<file path="config.mk">
export PLATFORM = sky130hd
export DESIGN_NAME = div_arbiter_flat
export DESIGN_NICKNAME = d
export VERILOG_FILES = /design/src/rtl/div_pkg.sv /design/src/rtl/div_arbiter_if.sv /design/src/rtl/rr_picker.sv /design/src/rtl/div_arbiter.sv /design/src/flat_wrapper.sv
export SDC_FILE = /design/constraint.sdc
export NUM_CORES = 1
export LEC_CHECK = 0
export CAP_MARGIN = 0
export CORE_AREA = 2 2 183 185
export CTS_BUF_LIST = sky130_fd_sc_hd__clkbuf_2
export DETAILED_ROUTE_END_ITERATION = 10
export DIE_AREA = 0 0 185 187
export PLACE_DENSITY = 0.6
export SETUP_SLACK_MARGIN = 0.5
export SLEW_MARGIN = 20
export SYNTH_ARGS = -nofsm -noshare
export SYNTH_HDL_FRONTEND = slang
export SYNTH_HIERARCHICAL = 1
export SYNTH_SLANG_ARGS = --single-unit
</file>
<file path="constraint.sdc">
create_clock -name clk -period 8.8 [get_ports clk]
set_input_delay 1.32 -clock clk [delete_from_list [all_inputs] [get_ports clk]]
set_output_delay 1.32 -clock clk [all_outputs]
set_load 0.01 [all_outputs]
</file>
<file path="src/rtl/div_pkg.sv">
// -----------------------------------------------------------------------------
// div_pkg
// Shared definitions for the divider arbiter slice:
//   DIV_WIDTH    - default operand/result width
//   DIV_NUM_REQ  - default number of requesters
//   arb_state_t  - arbiter FSM state encoding
// -----------------------------------------------------------------------------
package div_pkg;

  localparam int DIV_WIDTH   = 32;
  localparam int DIV_NUM_REQ = 4;

  typedef enum logic [1:0] {
    IDLE,
    ISSUE,
    WAIT,
    RESP
  } arb_state_t;

endpackage

</file>
<file path="src/rtl/div_arbiter_if.sv">
// -----------------------------------------------------------------------------
// div_arbiter_if
// Requester-side bundle of the divider arbiter.
//   req_valid      - per-requester request, held until req_ready
//   req_dividend   - per-requester dividend
//   req_divisor    - per-requester divisor
//   req_ready      - one-hot accept pulse
//   resp_valid     - one-hot result pulse to the owning requester
//   resp_quotient  - shared quotient bus, valid with resp_valid
//   resp_remainder - shared remainder bus, valid with resp_valid
//   resp_error     - divide-by-zero flag, valid with resp_valid
// Modports: master (requesters), slave (arbiter).
// -----------------------------------------------------------------------------
interface div_arbiter_if import div_pkg::*; #(
  parameter int WIDTH   = DIV_WIDTH,
  parameter int NUM_REQ = DIV_NUM_REQ
);

  logic [NUM_REQ-1:0]            req_valid;
  logic [NUM_REQ-1:0][WIDTH-1:0] req_dividend;
  logic [NUM_REQ-1:0][WIDTH-1:0] req_divisor;
  logic [NUM_REQ-1:0]            req_ready;
  logic [NUM_REQ-1:0]            resp_valid;
  logic [WIDTH-1:0]              resp_quotient;
  logic [WIDTH-1:0]              resp_remainder;
  logic                          resp_error;

  modport master (
    output req_valid, req_dividend, req_divisor,
    input  req_ready, resp_valid, resp_quotient, resp_remainder, resp_error
  );

  modport slave (
    input  req_valid, req_dividend, req_divisor,
    output req_ready, resp_valid, resp_quotient, resp_remainder, resp_error
  );

endinterface

</file>
<file path="src/rtl/rr_picker.sv">
// -----------------------------------------------------------------------------
// rr_picker
// Combinational round-robin selector. Search starts at (i_last+1) mod NUM_REQ.
//   i_req   - request vector
//   i_last  - index of the previous grant
//   o_grant - one-hot grant
//   o_idx   - index of the grant
//   o_valid - at least one request present
// -----------------------------------------------------------------------------
module rr_picker import div_pkg::*; #(
  parameter int NUM_REQ = DIV_NUM_REQ,
  parameter int IDXW    = $clog2(NUM_REQ)
) (
  input  logic [NUM_REQ-1:0] i_req,
  input  logic [IDXW-1:0]    i_last,
  output logic [NUM_REQ-1:0] o_grant,
  output logic [IDXW-1:0]    o_idx,
  output logic               o_valid
);

  logic [IDXW-1:0] w_cand;

  always_comb begin
    o_grant = '0;
    o_idx   = '0;
    o_valid = 1'b0;
    w_cand  = '0;
    // Offsets 1..NUM_REQ so the previous winner is considered last.
    for (int unsigned i = 1; i <= NUM_REQ; i++) begin
      w_cand = IDXW'((32'(i_last) + i) % NUM_REQ);
      if (!o_valid && i_req[w_cand]) begin
        o_valid         = 1'b1;
        o_idx           = w_cand;
        o_grant[w_cand] = 1'b1;
      end
    end
  end

endmodule

</file>
<file path="src/rtl/div_arbiter.sv">
// -----------------------------------------------------------------------------
// div_arbiter
// Shares one divider among NUM_REQ requesters, one transaction in flight.
// Ports:
//   clk, rst           - clock, asynchronous active-high reset
//   req_if (slave)     - requester bundle (request / accept / response)
//   div_dividend       - operand to divider (latched)
//   div_divisor        - operand to divider (latched)
//   div_data_in_valid  - one-cycle start pulse to divider
//   div_quotient       - divider quotient
//   div_remainder      - divider remainder
//   div_data_out_valid - divider result strobe
//   div_error          - divider divide-by-zero flag
//   div_busy           - divider busy, blocks new grants
//   arb_busy           - high whenever the FSM is not IDLE
// Optional feature: define DIV_ARB_ZERO_BYPASS_EN to answer zero-divisor
// requests directly (q=0, r=0, error=1) without using the divider.
// -----------------------------------------------------------------------------
module div_arbiter import div_pkg::*; #(
  parameter int WIDTH   = DIV_WIDTH,
  parameter int NUM_REQ = DIV_NUM_REQ
) (
  input  logic             clk,
  input  logic             rst,
  div_arbiter_if.slave     req_if,
  output logic [WIDTH-1:0] div_dividend,
  output logic [WIDTH-1:0] div_divisor,
  output logic             div_data_in_valid,
  input  logic [WIDTH-1:0] div_quotient,
  input  logic [WIDTH-1:0] div_remainder,
  input  logic             div_data_out_valid,
  input  logic             div_error,
  input  logic             div_busy,
  output logic             arb_busy
);

  localparam int IDXW = $clog2(NUM_REQ);

  arb_state_t         r_state, w_next;
  logic [IDXW-1:0]    r_last, r_gnt_idx;
  logic [NUM_REQ-1:0] r_gnt_oh, r_req_ready, r_resp_valid;
  logic [WIDTH-1:0]   r_dividend, r_divisor, r_quot, r_rem;
  logic               r_err, r_div_in_valid;

  logic [NUM_REQ-1:0] w_pick_oh;
  logic [IDXW-1:0]    w_pick_idx;
  logic               w_pick_valid, w_grant, w_bypass;
  logic [WIDTH-1:0]   w_sel_dividend, w_sel_divisor;

  rr_picker #(.NUM_REQ(NUM_REQ), .IDXW(IDXW)) u_picker (
    .i_req   (req_if.req_valid),
    .i_last  (r_last),
    .o_grant (w_pick_oh),
    .o_idx   (w_pick_idx),
    .o_valid (w_pick_valid)
  );

  assign w_grant        = (r_state == IDLE) && w_pick_valid && !div_busy;
  assign w_sel_dividend = req_if.req_dividend[w_pick_idx];
  assign w_sel_divisor  = req_if.req_divisor[w_pick_idx];

`ifdef DIV_ARB_ZERO_BYPASS_EN
  assign w_bypass = (w_sel_divisor == '0);
`else
  assign w_bypass = 1'b0;
`endif

  always_ff @(posedge clk or posedge rst) begin
    if (rst) r_state <= IDLE;
    else     r_state <= w_next;
  end

  always_comb begin
    w_next = r_state;
    case (r_state)
      IDLE:    if (w_grant) w_next = w_bypass ? RESP : ISSUE;
      ISSUE:   w_next = WAIT;
      WAIT:    if (div_data_out_valid) w_next = RESP;
      RESP:    w_next = IDLE;
      default: w_next = IDLE;
    endcase
  end

  always_ff @(posedge clk or posedge rst) begin
    if (rst) begin
      r_last         <= IDXW'(NUM_REQ - 1);
      r_gnt_idx      <= '0;
      r_gnt_oh       <= '0;
      r_req_ready    <= '0;
      r_resp_valid   <= '0;
      r_dividend     <= '0;
      r_divisor      <= '0;
      r_quot         <= '0;
      r_rem          <= '0;
      r_err          <= 1'b0;
      r_div_in_valid <= 1'b0;
    end else begin
      r_req_ready    <= '0;
      r_resp_valid   <= '0;
      r_div_in_valid <= 1'b0;
      case (r_state)
        IDLE: if (w_grant) begin
          r_gnt_idx   <= w_pick_idx;
          r_gnt_oh    <= w_pick_oh;
          r_req_ready <= w_pick_oh;
          if (w_bypass) begin
            // Response is produced straight from the grant; the divider
            // pins keep their previous values.
            r_quot       <= '0;
            r_rem        <= '0;
            r_err        <= 1'b1;
            r_resp_valid <= w_pick_oh;
          end else begin
            r_dividend <= w_sel_dividend;
            r_divisor  <= w_sel_divisor;
          end
        end
        ISSUE: r_div_in_valid <= 1'b1;
        WAIT: if (div_data_out_valid) begin
          r_quot       <= div_quotient;
          r_rem        <= div_remainder;
          r_err        <= div_error;
          r_resp_valid <= r_gnt_oh;
        end
        RESP: r_last <= r_gnt_idx;
        default: ;
      endcase
    end
  end

  assign req_if.req_ready      = r_req_ready;
  assign req_if.resp_valid     = r_resp_valid;
  assign req_if.resp_quotient  = r_quot;
  assign req_if.resp_remainder = r_rem;
  assign req_if.resp_error     = r_err;
  assign div_dividend          = r_dividend;
  assign div_divisor           = r_divisor;
  assign div_data_in_valid     = r_div_in_valid;
  assign arb_busy              = (r_state != IDLE);

endmodule

</file>
<file path="src/flat_wrapper.sv">
// flat-port wrapper written by rule: the top's interface ports become plain ports
module div_arbiter_flat import div_pkg::*;
#(
  parameter int WIDTH   = DIV_WIDTH,
  parameter int NUM_REQ = DIV_NUM_REQ
)
  (clk, rst, div_dividend, div_divisor, div_data_in_valid, div_quotient, div_remainder, div_data_out_valid, div_error, div_busy, arb_busy, req_if_req_valid, req_if_req_dividend, req_if_req_divisor, req_if_req_ready, req_if_resp_valid, req_if_resp_quotient, req_if_resp_remainder, req_if_resp_error);
  div_arbiter_if #(.WIDTH(WIDTH), .NUM_REQ(NUM_REQ)) req_if_i ();
  input  logic clk;
  input  logic rst;
  output logic [WIDTH-1:0] div_dividend;
  output logic [WIDTH-1:0] div_divisor;
  output logic div_data_in_valid;
  input  logic [WIDTH-1:0] div_quotient;
  input  logic [WIDTH-1:0] div_remainder;
  input  logic div_data_out_valid;
  input  logic div_error;
  input  logic div_busy;
  output logic arb_busy;
  input wire logic [$bits(req_if_i.req_valid)-1:0] req_if_req_valid;
  input wire logic [$bits(req_if_i.req_dividend)-1:0] req_if_req_dividend;
  input wire logic [$bits(req_if_i.req_divisor)-1:0] req_if_req_divisor;
  output wire logic [$bits(req_if_i.req_ready)-1:0] req_if_req_ready;
  output wire logic [$bits(req_if_i.resp_valid)-1:0] req_if_resp_valid;
  output wire logic [$bits(req_if_i.resp_quotient)-1:0] req_if_resp_quotient;
  output wire logic [$bits(req_if_i.resp_remainder)-1:0] req_if_resp_remainder;
  output wire logic [$bits(req_if_i.resp_error)-1:0] req_if_resp_error;
  assign req_if_i.req_valid = req_if_req_valid;
  assign req_if_i.req_dividend = req_if_req_dividend;
  assign req_if_i.req_divisor = req_if_req_divisor;
  assign req_if_req_ready = req_if_i.req_ready;
  assign req_if_resp_valid = req_if_i.resp_valid;
  assign req_if_resp_quotient = req_if_i.resp_quotient;
  assign req_if_resp_remainder = req_if_i.resp_remainder;
  assign req_if_resp_error = req_if_i.resp_error;
  div_arbiter #(.WIDTH(WIDTH), .NUM_REQ(NUM_REQ)) u_core (.clk(clk), .rst(rst), .req_if(req_if_i), .div_dividend(div_dividend), .div_divisor(div_divisor), .div_data_in_valid(div_data_in_valid), .div_quotient(div_quotient), .div_remainder(div_remainder), .div_data_out_valid(div_data_out_valid), .div_error(div_error), .div_busy(div_busy), .arb_busy(arb_busy));
endmodule
</file>
==> results.sh, run 1 <==
export IMPL_status="complete, no violations"
export IMPL_worst_skew_pair_late_latency_ps=750
export IMPL_p_leak_nw=5.51
export IMPL_synth_edf_count=0
export IMPL_synthXorXnorAreaFrac=0
export IMPL_min_to="u_core/r_gnt_idx[1]"
export IMPL_die_x_um=185
export IMPL_netlist_area_sq_mm=0.00791
export IMPL_synth_distinct_cells=45
export IMPL_fin_cells=1524
export IMPL_worstHoldPathCells=2
export IMPL_maxSlewViolCount=0
export IMPL_start_util=0.241
export IMPL_synth_async_reset_ratio=1.00
export IMPL_drt_wl_total_um=30000
export IMPL_setup_viol_count_final=0
export IMPL_pwr_share_comb=0.584
export IMPL_reg2reg_slack_ps=4920
export IMPL_cap_violations=0
export IMPL_worstMarginPinSlew_ps=958
export IMPL_nets=1402
export IMPL_finClkSkew_ps=47.1
export IMPL_worstHoldStart="u_core/r_gnt_idx[1]"
export IMPL_cts_sinks=148
export IMPL_vias=6775
export IMPL_die_height_um=187
export IMPL_synth_top_family_by_area="multiplexers"
export IMPL_synth_area_top_cells="dfrtp_1 (46%), mux2i_1 (16%), o221ai_2 (11%)"
export IMPL_total_power_mw=4.01
export IMPL_gp_congestion=0.829
export IMPL_dr_first_iter_drc_count=272
export IMPL_cts_root_buf="clkbuf_2"
export IMPL_setup_tns_ps=0
export IMPL_worstHoldPathType="flip-flop to flip-flop"
export IMPL_hpwl_um=22300
export IMPL_dp_cells=1490
export IMPL_cts_buffers=17
export IMPL_crit_arrival_ps=4670
export IMPL_vias_per_cell=4.45
export IMPL_synth_top_cell_area_share=0.462
export IMPL_place_worst_setup_slack_ps=3930
export IMPL_hold_viol=0
export IMPL_avgSynthCellArea_sq_um=12.8
export IMPL_relSlewSlack=0.359
export IMPL_htreeDepth=4
export IMPL_muxShareOfSynthArea=0.267
export IMPL_grt_max_degree=91
export IMPL_drc=0
export IMPL_synth_fa_ha_area_frac=0.0190
export IMPL_ff2ff_path_depth=8
export IMPL_min_period_ps=4080
export IMPL_worst_r2r_endpoint="u_core/div_divisor[5]"
export IMPL_power_switching_mw=1.54
export IMPL_yosys_area_top_type="dfrtp_1"
export IMPL_fin_crit_sh=0.464
export IMPL_io_buffers=467
export IMPL_grt_pass1_wl_um=44200
export IMPL_drive_above_1_share=0.169
export IMPL_p_int_mw=2.47
export IMPL_ys_seq_area_frac=0.469
export IMPL_worst_ep_required_time_ps=9390
export IMPL_grtUsageTotal=0.171
export IMPL_seqPwrFrac=0.297
export IMPL_reg2reg_from="u_core/r_last[0]"
export IMPL_swShare=0.385
export IMPL_irDropWorstVdd_mv=0.142
export IMPL_rows=67
export IMPL_grt_pass1_vias=7150
export IMPL_cts_tree="yes"
export IMPL_cp_start_kind="primary input"
export IMPL_fmax_mhz=245
export IMPL_synth_seq_cells=148
export IMPL_ant_nets=0
export IMPL_clk_pin_slew_worst_paths_ps=200
export IMPL_antenna_found_initial=1
export IMPL_grt_ovfl_total=0
export IMPL_syn_num_nets=957
export IMPL_dr_pass1_iters=4
export IMPL_worst_slack_ps=4720
export IMPL_ios=468
export IMPL_syn2layout_area_growth_pct=67.5
export IMPL_post_cts_buffers=0
export IMPL_cts_resized=0
export IMPL_cp_end_kind="flip-flop"
export IMPL_core_sq_mm=0.0329
export IMPL_rsz0062_at_grt="false"
export IMPL_ys_flop_type="dfrtp_1"
export IMPL_dieArea_sq_mm=0.0346
export IMPL_p_per_area_mw_per_mm2=303
export IMPL_synth_simple_gate_area_frac=0.0577
export IMPL_synth_warnings=6
export IMPL_fill_cells=3199
export IMPL_worstPathMaxFanout=90
export IMPL_clockBufferDepth=2
export IMPL_path_class="primary input to flip-flop"
export IMPL_hold_buffers=0
export IMPL_mostFrequentLayoutCells="clkdlybuf4s50_1 (467), dfrtp_1 (146), mux2i_1 (130)"
export IMPL_synth_compound_area_frac=0.149
export IMPL_wl_per_cell_um=19.7
export IMPL_synth_cells=616
export IMPL_power_share_clock=0.119
export IMPL_final_common_cell="clkdlybuf4s50_1"
state kept, by name (all words and copies together), names as in the netlist:
signal / count
u_core/req_if.resp_valid: 4
u_core/div_divisor: 32
u_core/div_dividend: 32
u_core/req_if.resp_remainder: 32
u_core/req_if.resp_quotient: 32
u_core/div_data_in_valid: 1
u_core/r_last: 2
u_core/r_gnt_idx: 2
u_core/r_gnt_oh: 4
u_core/r_state: 2
u_core/req_if.resp_error: 1
u_core/req_if.req_ready: 4
kinds of logic (layout without fill, tap and decap cells):
| family | Yosys count | in the layout |
|---|---|---|
| multiplexers | 200 | 200 |
| flip-flops | 148 | 148 |
| AND/OR/NAND/NOR | 107 | 107 |
| AO/OA/AOI/OAI | 94 | 94 |
| buffers and inverters | 55 | 513 |
| adder cells (fa/ha/maj) | 12 | 12 |
| other | 0 | 2 |
worst max-delay path: stages:
cell,delay (ps)
clkdlybuf4s50_1,670
or3b_1,380
o21ai_1,80
a21oi_1,100
o22ai_2,310
o22a_4,720
buf_12,550
mux2i_1,300
o221ai_2,120
power groups by stage:
stage	Combinational [mW]	Sequential [mW]	Clock, mW
after floorplan	1.23	1.32	0
after global placement	2.35	1.20	0
after detailed placement	2.37	1.21	0
after CTS	2.37	1.19	0.507
after global routing	2.50	1.23	0.536
final	2.34	1.19	0.479
cell type report:
cell class	instances	area, sq um	area share
inverter	8	35.0	0.00264
sequential	148	3710	0.280
multi-input combinational	413	3920	0.296
clock inverter	14	200	0.0151
antenna	2	5.00	0.000378
tap	448	561	0.0423
clock buffer	18	90.1	0.00680
timing repair buffer	473	4730	0.357
cells in the mapped netlist, types with 2 or more instances:
library cell,count
o221ai_2,60
ha_1,12
mux2i_1,130
a21o_1,4
o22a_1,2
a21boi_0,2
o221ai_1,4
buf_6,10
nor2_1,5
nor2b_1,2
and3_1,4
buf_2,16
clkbuf_1,18
dfstp_2,2
nand2_1,83
o21ai_1,5
inv_1,6
inv_2,2
a21oi_1,3
dfrtp_1,146
and2_1,4
buf_4,2
o21ai_0,2
mux2_2,68
a221o_1,4
metrics by stage:
step | cell area [sq um] | hold slack [ps] | util
6_report | 13200 | 503 | 0.403
5_1_grt | 13200 | 538 | 0.403
4_1_cts | 13200 | 510 | 0.403
3_5_place_dp | 13000 | 459 | 0.394
3_3_place_gp | 13000 | 452 | 0.394
2_1_floorplan | 7910 | 440 | -
routing by layer:
layer,vias up,track usage,part of all wire
met5,-,0,0
met4,0,0.0540,0.024
met3,34,0.0463,0.062
met2,231,0.295,0.50
met1,3332,0.206,0.41
li1,3178,-,-
worst max-delay path by stage:
| stage | start | endpoint | cells after the start |
|---|---|---|---|
| after CTS | req_if_req_valid[2] | u_core/div_divisor[30] | 9 |
| after global routing | u_core/r_last[0] | u_core/div_divisor[30] | 8 |
| final | req_if_req_valid[2] | u_core/div_divisor[5] | 9 |
| after detailed placement | req_if_req_valid[2] | u_core/div_divisor[11] | 9 |
| after global placement | req_if_req_valid[2] | u_core/div_divisor[11] | 9 |
| after floorplan | rst | u_core/div_data_in_valid | 1 |
Note: power is estimated with default switching activity, not from simulation.
==> run 2, diff against run 1 <==
--- a/config.mk
+++ b/config.mk
@@ -10,7 +10,7 @@
 export CTS_BUF_LIST = sky130_fd_sc_hd__clkbuf_2
 export DETAILED_ROUTE_END_ITERATION = 10
 export DIE_AREA = 0 0 185 187
-export PLACE_DENSITY = 0.6
+export PLACE_DENSITY = 0.62
 export SETUP_SLACK_MARGIN = 0.5
 export SLEW_MARGIN = 20
 export SYNTH_ARGS = -nofsm -noshare
==> constraint.sdc (replaced) <==
create_clock -name clk -period 3.4 [get_ports clk]
set_input_delay 0.51 -clock clk [delete_from_list [all_inputs] [get_ports clk]]
set_output_delay 0.51 -clock clk [all_outputs]
set_load 0.01 [all_outputs]
==> results.sh, run 2 (synthesis gave the netlist of run 1 again) <==
export IMPL_status="complete, no violations"
export IMPL_maxSlewViolCount=0
export IMPL_dr_first_iter_drc_count=205
export IMPL_worstPathMaxFanout=38
export IMPL_relSlewSlack=0.554
export IMPL_min_period_ps=2790
export IMPL_die_height_um=187
export IMPL_crit_arrival_ps=3490
export IMPL_setup_tns_ps=0
export IMPL_drive_above_1_share=0.189
export IMPL_ant_nets=0
export IMPL_core_sq_mm=0.0329
export IMPL_rows=67
export IMPL_die_x_um=185
export IMPL_path_cells="buf_4, or3b_1, o21ai_1, a21oi_1, o22ai_2, o31a_1, or4b_4, buf_12, o221ai_2"
export IMPL_hpwl_um=23000
export IMPL_place_worst_setup_slack_ps=163
export IMPL_p_leak_nw=5.65
export IMPL_swShare=0.391
export IMPL_drt_wl_total_um=30200
export IMPL_power_switching_mw=4.12
export IMPL_worstHoldPathCells=2
export IMPL_dr_pass1_iters=4
export IMPL_cts_sinks=148
export IMPL_vias_per_cell=4.45
export IMPL_critPathTopFamily="compound AO/OA/AOI/OAI gates"
export IMPL_htreeDepth=4
export IMPL_ios=468
export IMPL_dp_cells=1505
export IMPL_cts_buffers=17
export IMPL_clockBufferDepth=2
export IMPL_crit_slowest_cell="dfstp_4"
export IMPL_cp_end_kind="flip-flop"
export IMPL_worstMarginPinSlew_ps=666
export IMPL_fmax_mhz=358
export IMPL_finClkSkew_ps=44.3
export IMPL_worst_slack_ps=605
export IMPL_fin_crit_sh=0.822
export IMPL_grt_ovfl_total=0
export IMPL_cp_depth=9
export IMPL_final_common_cell="clkdlybuf4s50_1"
export IMPL_p_per_area_mw_per_mm2=779
export IMPL_cap_violations=0
export IMPL_worst_ep_required_time_ps=4090
export IMPL_nets=1426
export IMPL_irDropWorstVdd_mv=0.374
export IMPL_worstHoldPathType="primary input to flip-flop"
export IMPL_vias=6888
export IMPL_pwr_share_comb=0.607
export IMPL_seqPwrFrac=0.289
export IMPL_wl_per_cell_um=19.5
export IMPL_worst_skew_pair_late_latency_ps=780
export IMPL_drc=0
export IMPL_setup_viol_count_final=0
export IMPL_p_int_mw=6.42
export IMPL_hold_viol=0
export IMPL_cp_start_kind="flip-flop"
export IMPL_fin_cells=1548
export IMPL_clk_pin_slew_worst_paths_ps=260
export IMPL_ff2ff_path_depth=9
export IMPL_gp_congestion=0.878
export IMPL_grt_util_met2=0.300
export IMPL_io_buffers=467
export IMPL_start_util=0.241
export IMPL_grt_busiest_layer="met2"
export IMPL_cts_tree="yes"
export IMPL_grt_max_degree=86
export IMPL_grt_pass1_vias=7278
export IMPL_power_share_clock=0.104
export IMPL_max_stage_delay_ps=700
export IMPL_path_buf_inv=2
export IMPL_antenna_found_initial=2
export IMPL_use_met1=0.207
export IMPL_met3_usage=0.0430
export IMPL_cts_root_buf="clkbuf_2"
export IMPL_grtUsageTotal=0.173
export IMPL_mostFrequentLayoutCells="clkdlybuf4s50_1 (467), dfrtp_1 (146), mux2i_1 (128)"
export IMPL_path_class="flip-flop to flip-flop"
export IMPL_syn2layout_area_growth_pct=71.0
export IMPL_rsz0062_at_grt="true"
export IMPL_grt_pass1_wl_um=44700
export IMPL_dieArea_sq_mm=0.0346
[run 2: worst paths after layout]
check / start / to / slack, ps
max reg2reg: u_core/r_last[0] / u_core/div_divisor[30] / 610
min reg2reg: u_core/r_gnt_idx[0] / u_core/r_gnt_idx[0] / 510
min: div_quotient[6] / u_core/req_if.resp_quotient[6] / 320
min in group asynchronous: rst / u_core/req_if.resp_remainder[6] / 570
max: u_core/r_last[0] / u_core/div_divisor[30] / 610
max in group asynchronous: rst / u_core/div_divisor[25] / 2030
[run 2: routing by layer]
metal / vias up / share of wire
li1: 3243 / -
met1: 3363 / 0.41
met2: 246 / 0.51
met3: 36 / 0.056
met4: 0 / 0.024
met5: - / 0
[run 2: layout make-up]
type | count | area [sq um]
fillers | 3189 | 19300
inverters | 8 | 33.8
clock buffers | 17 | 85.1
clock inverters | 15 | 166
well taps | 448 | 561
flip-flops and latches | 148 | 3710
multi-input cells | 413 | 3940
diodes | 2 | 5.00
repair buffers | 497 | 5030
[run 2: per-stage QoR]
stage | utilization | area (sq um) | hold slack (ps) | power, mW
global placement | 0.401 | 13200 | 456 | 9.37
finish | 0.412 | 13500 | 319 | 10.5
CTS | 0.410 | 13500 | 136 | 10.7
detailed placement | 0.401 | 13200 | 462 | 9.45
global route | 0.412 | 13500 | 170 | 11.2
floorplan | - | 7910 | 440 | 6.59
[run 2: power groups by stage]
stage	logic [mW]	clock network [mW]	registers (mW)
after floorplan	3.18	0	3.41
after global placement	6.25	0	3.11
after detailed placement	6.33	0	3.12
after CTS	6.42	1.17	3.07
after global routing	6.84	1.23	3.16
final	6.40	1.09	3.05
[run 2: repair_timing]
item                                    CTS  global route
gates resized for setup                   5             0
hold buffers                              1             0
endpoints found under the setup margin   64            24
pin swaps                                 0             1
setup buffers                             2             6
hold endpoints to repair                  8             0
